<file path="src/rtl/spart_pkg.sv">
// rtl/spart_pkg.sv - shared receiver state type, default sizing and counter width helper
package spart_pkg;

   typedef enum logic [2:0] {IDLE, START, DATA, PARITY, STOP} rx_state_t;

   localparam int OVERSAMPLE_DEF = 16;
   localparam int DATA_BITS_DEF  = 8;

   function automatic int cnt_w(input int n);
      return (n > 1) ? $clog2(n) : 1;
   endfunction

endpackage

</file>
<file path="src/rtl/spart_sync2.sv">
// rtl/spart_sync2.sv - two-flop synchronizer with a configurable reset value
module spart_sync2 #(
   parameter logic RST_VAL = 1'b1
) (
   input  logic clk,
   input  logic rst_n,
   input  logic d,
   output logic q
);

   logic meta_q;
   logic sync_q;

   always_ff @(posedge clk or negedge rst_n) begin
      if (!rst_n) begin
         meta_q <= RST_VAL;
         sync_q <= RST_VAL;
      end else begin
         meta_q <= d;
         sync_q <= meta_q;
      end
   end

   assign q = sync_q;

endmodule

</file>
<file path="src/rtl/spart_rx.sv">
// rtl/spart_rx.sv - SPART receiver: oversampled 8N1 deserializer with one-deep buffer
// SPART_RX_PARITY_EN adds an even parity bit between the data bits and the stop bit.
module spart_rx
   import spart_pkg::*;
#(
   parameter int OVERSAMPLE = OVERSAMPLE_DEF,
   parameter int DATA_BITS  = DATA_BITS_DEF
) (
   input  logic                 clk,
   input  logic                 rst,
   input  logic                 rx_enable,
   input  logic                 rxd,
   input  logic                 read,
   output logic [DATA_BITS-1:0] rx_out,
   output logic                 rda,
   output logic                 framing_err,
   output logic                 overrun,
   output logic                 parity_err
);

   localparam int TW = cnt_w(OVERSAMPLE);
   localparam int BW = cnt_w(DATA_BITS + 1);
   localparam logic [TW-1:0] HALF_M1 = TW'(OVERSAMPLE / 2 - 1);
   localparam logic [TW-1:0] FULL_M1 = TW'(OVERSAMPLE - 1);
   localparam logic [BW-1:0] LAST_B  = BW'(DATA_BITS - 1);

   logic                 rxs;
   rx_state_t            state_q, state_d;
   logic [TW-1:0]        tcnt_q, tcnt_d;
   logic [BW-1:0]        bcnt_q, bcnt_d;
   logic [DATA_BITS-1:0] shreg_q, shreg_d;
   logic [DATA_BITS-1:0] rx_out_q, rx_out_d;
   logic                 rda_q, rda_d;
   logic                 ferr_q, ferr_d;
   logic                 ovr_q, ovr_d;
   logic                 prev_q, prev_d;
   logic                 pend_q, pend_d;
   logic                 fell;
   logic                 done;
`ifdef SPART_RX_PARITY_EN
   logic                 pbit_q, pbit_d;
   logic                 perr_q, perr_d;
`endif

   spart_sync2 #(.RST_VAL(1'b1)) u_sync (
      .clk   (clk),
      .rst_n (rst),
      .d     (rxd),
      .q     (rxs)
   );

   // A falling edge may land between ticks; pend holds it until IDLE's next tick.
   assign fell = prev_q & ~rxs;

   always_comb begin
      state_d  = state_q;
      tcnt_d   = tcnt_q;
      bcnt_d   = bcnt_q;
      shreg_d  = shreg_q;
      rx_out_d = rx_out_q;
      rda_d    = rda_q;
      ferr_d   = ferr_q;
      ovr_d    = ovr_q;
      prev_d   = rxs;
      pend_d   = (state_q == IDLE) & ~rxs & (pend_q | fell);
      done     = 1'b0;
`ifdef SPART_RX_PARITY_EN
      pbit_d   = pbit_q;
      perr_d   = perr_q;
`endif
      if (read && rda_q) begin
         rda_d = 1'b0;
         ovr_d = 1'b0;
      end
      if (rx_enable) begin
         case (state_q)
            IDLE: begin
               if ((pend_q || fell) && !rxs) begin
                  state_d = START;
                  tcnt_d  = '0;
               end
            end
            START: begin
               if (tcnt_q == HALF_M1) begin
                  tcnt_d  = '0;
                  bcnt_d  = '0;
                  state_d = rxs ? IDLE : DATA;
               end else begin
                  tcnt_d = tcnt_q + 1'b1;
               end
            end
            DATA: begin
               if (tcnt_q == FULL_M1) begin
                  tcnt_d  = '0;
                  bcnt_d  = bcnt_q + 1'b1;
                  shreg_d = {rxs, shreg_q[DATA_BITS-1:1]};
                  if (bcnt_q == LAST_B) begin
`ifdef SPART_RX_PARITY_EN
                     state_d = PARITY;
`else
                     state_d = STOP;
`endif
                  end
               end else begin
                  tcnt_d = tcnt_q + 1'b1;
               end
            end
`ifdef SPART_RX_PARITY_EN
            PARITY: begin
               if (tcnt_q == FULL_M1) begin
                  tcnt_d  = '0;
                  pbit_d  = rxs;
                  state_d = STOP;
               end else begin
                  tcnt_d = tcnt_q + 1'b1;
               end
            end
`endif
            STOP: begin
               if (tcnt_q == FULL_M1) begin
                  done    = 1'b1;
                  state_d = IDLE;
               end else begin
                  tcnt_d = tcnt_q + 1'b1;
               end
            end
            default: state_d = IDLE;
         endcase
      end
      if (done) begin
         rx_out_d = shreg_q;
         ferr_d   = ~rxs;
         ovr_d    = rda_q & ~read;
         rda_d    = 1'b1;
`ifdef SPART_RX_PARITY_EN
         perr_d   = (^shreg_q) ^ pbit_q;
`endif
      end
   end

   always_ff @(posedge clk or negedge rst) begin
      if (!rst) begin
         state_q  <= IDLE;
         tcnt_q   <= '0;
         bcnt_q   <= '0;
         shreg_q  <= '0;
         rx_out_q <= '0;
         rda_q    <= 1'b0;
         ferr_q   <= 1'b0;
         ovr_q    <= 1'b0;
         prev_q   <= 1'b1;
         pend_q   <= 1'b0;
`ifdef SPART_RX_PARITY_EN
         pbit_q   <= 1'b0;
         perr_q   <= 1'b0;
`endif
      end else begin
         state_q  <= state_d;
         tcnt_q   <= tcnt_d;
         bcnt_q   <= bcnt_d;
         shreg_q  <= shreg_d;
         rx_out_q <= rx_out_d;
         rda_q    <= rda_d;
         ferr_q   <= ferr_d;
         ovr_q    <= ovr_d;
         prev_q   <= prev_d;
         pend_q   <= pend_d;
`ifdef SPART_RX_PARITY_EN
         pbit_q   <= pbit_d;
         perr_q   <= perr_d;
`endif
      end
   end

   assign rx_out      = rx_out_q;
   assign rda         = rda_q;
   assign framing_err = ferr_q;
   assign overrun     = ovr_q;
`ifdef SPART_RX_PARITY_EN
   assign parity_err  = perr_q;
`else
   assign parity_err  = 1'b0;
`endif

endmodule

</file>
<file path="config.mk">
export PLATFORM = sky130hd
export DESIGN_NAME = spart_rx
export DESIGN_NICKNAME = d
export VERILOG_FILES = /design/src/rtl/spart_pkg.sv /design/src/rtl/spart_sync2.sv /design/src/rtl/spart_rx.sv
export SDC_FILE = /design/constraint.sdc
export NUM_CORES = 1
export LEC_CHECK = 0
export CORE_MARGIN = 3
export CORE_UTILIZATION = 50
export DETAILED_ROUTE_END_ITERATION = 8
export GPL_TIMING_DRIVEN = 0
export PLACE_DENSITY = 0.85
export SLEW_MARGIN = 10
export SYNTH_ARGS = -nofsm -noshare
export SYNTH_HDL_FRONTEND = slang
export SYNTH_SLANG_ARGS = --single-unit
</file>
<file path="constraint.sdc">
create_clock -name clk -period 1.7 [get_ports clk]
set_input_delay 0.425 -clock clk [delete_from_list [all_inputs] [get_ports clk]]
set_output_delay 0.425 -clock clk [all_outputs]
set_load 0.005 [all_outputs]
</file>
==> impl_metrics.env <==
export IMPL_status="complete, but fails checks"
export IMPL_violations="setup timing"
export IMPL_drcViolationCount=0
export IMPL_avgSynthCellArea_um2=13.0
export IMPL_slew_violations=0
export IMPL_n_antenna_cell=0
export IMPL_cp_required_ns=1.91
export IMPL_wl_per_cell_um=16.1
export IMPL_clkTransAtPathRegs_ns=0.10
export IMPL_fp_dieW_um=62.7
export IMPL_crit_type="register to register"
export IMPL_fillCellCount=206
export IMPL_pwr_share_clk=0.176
export IMPL_synth_seq_cells=34
export IMPL_synth_top_area_cell="dfrtp_1"
export IMPL_syn_cell_area_um2=1610
export IMPL_wl_met3_um=90
export IMPL_totalWireLength_um=3370
export IMPL_final_cell_area_um2=2100
export IMPL_rsz0062_at_grt="true"
export IMPL_antenna_found_initial=0
export IMPL_ir_drop_mv=0.747
export IMPL_top_layer="met4"
export IMPL_crit_path_max_fanout=8
export IMPL_clock_sinks=34
export IMPL_hold_path_class="input port to async pin"
export IMPL_pre_cts_ws_ns=-0.567
export IMPL_synthArstFlopShare=1.00
export IMPL_arrival_ns=1.94
export IMPL_ant_nets=0
export IMPL_tightestPinTransition_ns=0.714
export IMPL_end_kind="register"
export IMPL_grt_pass1_vias=1178
export IMPL_yosysMostFrequentCell="dfrtp_1"
export IMPL_die_height_um=62.7
export IMPL_crit_chain="buf_6 > or3b_4 > nor2_4 > mux2_2"
export IMPL_synthToLayoutAreaGrowth_pct=30.4
export IMPL_slowest_stage="or3b_4"
export IMPL_period_share=1.01
export IMPL_relSlewSlack=0.524
export IMPL_critPathLaunchType="register"
export IMPL_cts_tree="yes"
export IMPL_placementRows=19
export IMPL_finalNetCount=173
export IMPL_grt_max_degree=35
export IMPL_max_freq_mhz=580
export IMPL_drt_iter0_markers=56
export IMPL_clk_latency_ns=0.32
export IMPL_fin_util=0.723
export IMPL_vias=1148
export IMPL_dr_pass1_iters=4
export IMPL_grt_pass1_wl_um=5270
export IMPL_dp_hpwl_um=2050
export IMPL_yosys_most_used_dff="dfrtp_1"
export IMPL_ys_seq_area_frac=0.531
export IMPL_yosysWarnings=0
export IMPL_io_pins=17
export IMPL_synth_top_cell_area_share=0.482
export IMPL_htreeDepth=2
export IMPL_setup_violations=3
export IMPL_synth_common_cells="31 x dfrtp_1, 16 x mux2_2, 9 x inv_1"
export IMPL_pwr_density_cell_nw_per_um2=1230
export IMPL_synth_edf_count=0
export IMPL_period_needed_ns=1.72
export IMPL_grt_usage=0.172
export IMPL_port_buffers=15
export IMPL_cap_violations=0
export IMPL_hold_viol_final=0
export IMPL_synth_nets=131
export IMPL_initial_core_util=0.555
export IMPL_dieArea_um2=3940
export IMPL_r2r_cells=4
export IMPL_wl_met2_um=1800
export IMPL_pwr_share_comb=0.424
export IMPL_leakage_nw=1.00
export IMPL_place_area_um2=1820
export IMPL_yosysUniqueCellTypes=43
export IMPL_p_int_mw=1.69
export IMPL_seq_power_share=0.400
export IMPL_layout_setup_ws_ns=-0.0249
export IMPL_core_area_um2=2900
export IMPL_numCtsBuffers=5
export IMPL_drive_gt1_frac=0.431
export IMPL_grt_overflow=0
export IMPL_wl_met1_um=1400
export IMPL_ys_top_cells_by_area="dfrtp_1 48%, mux2_2 11%, dfstp_2 4.9%, mux2i_1 3.1%, inv_1 2.1%"
export IMPL_synth_cells=124
export IMPL_globalplace_congestion=0.821
export IMPL_sw_frac_of_total=0.343
export IMPL_root_buffer="clkbuf_4"
export IMPL_p_sw_mw=0.883
export IMPL_cts_buffer_depth=2
export IMPL_slowest_delay_ns=0.45
export IMPL_viasPerCell=5.49
export IMPL_fin_skew_ns=0.00608
-- cells in the final DEF, fill, tap and decap left out, types with 2 or more instances in the layout --
master	n
nor2_1	2
o211ai_1	3
or3b_4	3
mux2_2	14
a21oi_1	2
a22oi_1	2
buf_4	19
buf_6	3
inv_1	9
a22o_1	2
nand3_1	5
nor2_4	2
o22ai_1	2
dfstp_2	3
nand3b_1	2
dfrtp_1	31
mux2_4	4
mux2i_1	5
nor3b_1	2
clkdlybuf4s50_1	11
clkbuf_4	5
dlymetal6s2s_1	2
-- per-layer routing --
metal  track usage  up-vias
li1              -      537
met1         0.188      579
met2         0.302       23
met3        0.0504        9
met4        0.0826        0
met5             0        -
-- cell families after synthesis --
group,count (synthesis),synth area share
AO/OA/AOI/OAI,24,0.118
multiplexers,23,0.162
buffers and inverters,13,0.0420
flip-flops,34,0.531
AND/OR/NAND/NOR,27,0.129
adder cells (fa/ha/maj),2,0.0155
other,1,0.00233
-- power by group through the flow --
stage	sequential, mW	clock (mW)	combinational (mW)
3_3_place_gp	1.02	0	0.751
3_5_place_dp	1.03	0	0.789
4_1_cts	1.01	0.468	0.966
2_1_floorplan	1.01	0	0.653
5_1_grt	1.04	0.509	1.18
6_report	1.03	0.452	1.09
-- path summary, 6_finish.rpt --
check	from	end	slack (ns)
worst max-delay path	state_q[0]	rx_out[6]	-0.02
worst min-delay path	rst	rx_out[1]	0.14
min in group clk	u_sync.meta_q	u_sync.q	0.36
worst min register to register	u_sync.meta_q	u_sync.q	0.36
worst max register to register	state_q[0]	rx_out[6]	-0.02
max in group asynchronous	rst	shreg_q[7]	1.10
-- stage by stage --
step / total power [mW] / cells / setup TNS [ns] / hold WS (ns)
finish: 2.57 / 209 / -0.0278 / 0.140
global route: 2.73 / 209 / -0.266 / 0.184
CTS: 2.45 / 201 / -0.147 / 0.160
detailed placement: 1.82 / 181 / -11.31 / 0.351
global placement: 1.77 / 181 / -23.34 / 0.348
floorplan: 1.66 / 124 / 0 / 0.129
-- state kept, by name, indices dropped and copies added (netlist names) --
signal / cells
bcnt_q: 4
framing_err: 1
overrun: 1
pend_q: 1
prev_q: 1
rda: 1
rx_out: 8
shreg_q: 8
state_q: 3
tcnt_q: 4
u_sync.meta_q: 1
u_sync.q: 1
-- area by class of cell --
cell class                 count  area [um2]  area share
tap                           42        52.6      0.0250
clock buffer                   7        55.1      0.0262
sequential                    34         855       0.407
multi-input combinational     79         772       0.368
inverter                       9        33.8      0.0161
buffer                         4        41.3      0.0197
clock inverter                 1        5.00     0.00239
timing repair buffer          33         284       0.135
-- critical path, delay by kind of cell (launching register included) --
family | cells | cell delay (ns)
DFF | 1 | 0.43
muxes | 1 | 0.36
buffers and inverters | 1 | 0.15
and+or+nand+nor | 2 | 0.67
-- repair_timing --
action                                  4_1_cts  5_1_grt
resized for setup                             8        8
endpoints found under the setup margin       23       25
setup buffers                                12        6
cloned                                        0        2
hold buffers                                  0        0
pin swaps                                     5        3
Note: power is estimated with default switching activity, not from simulation.
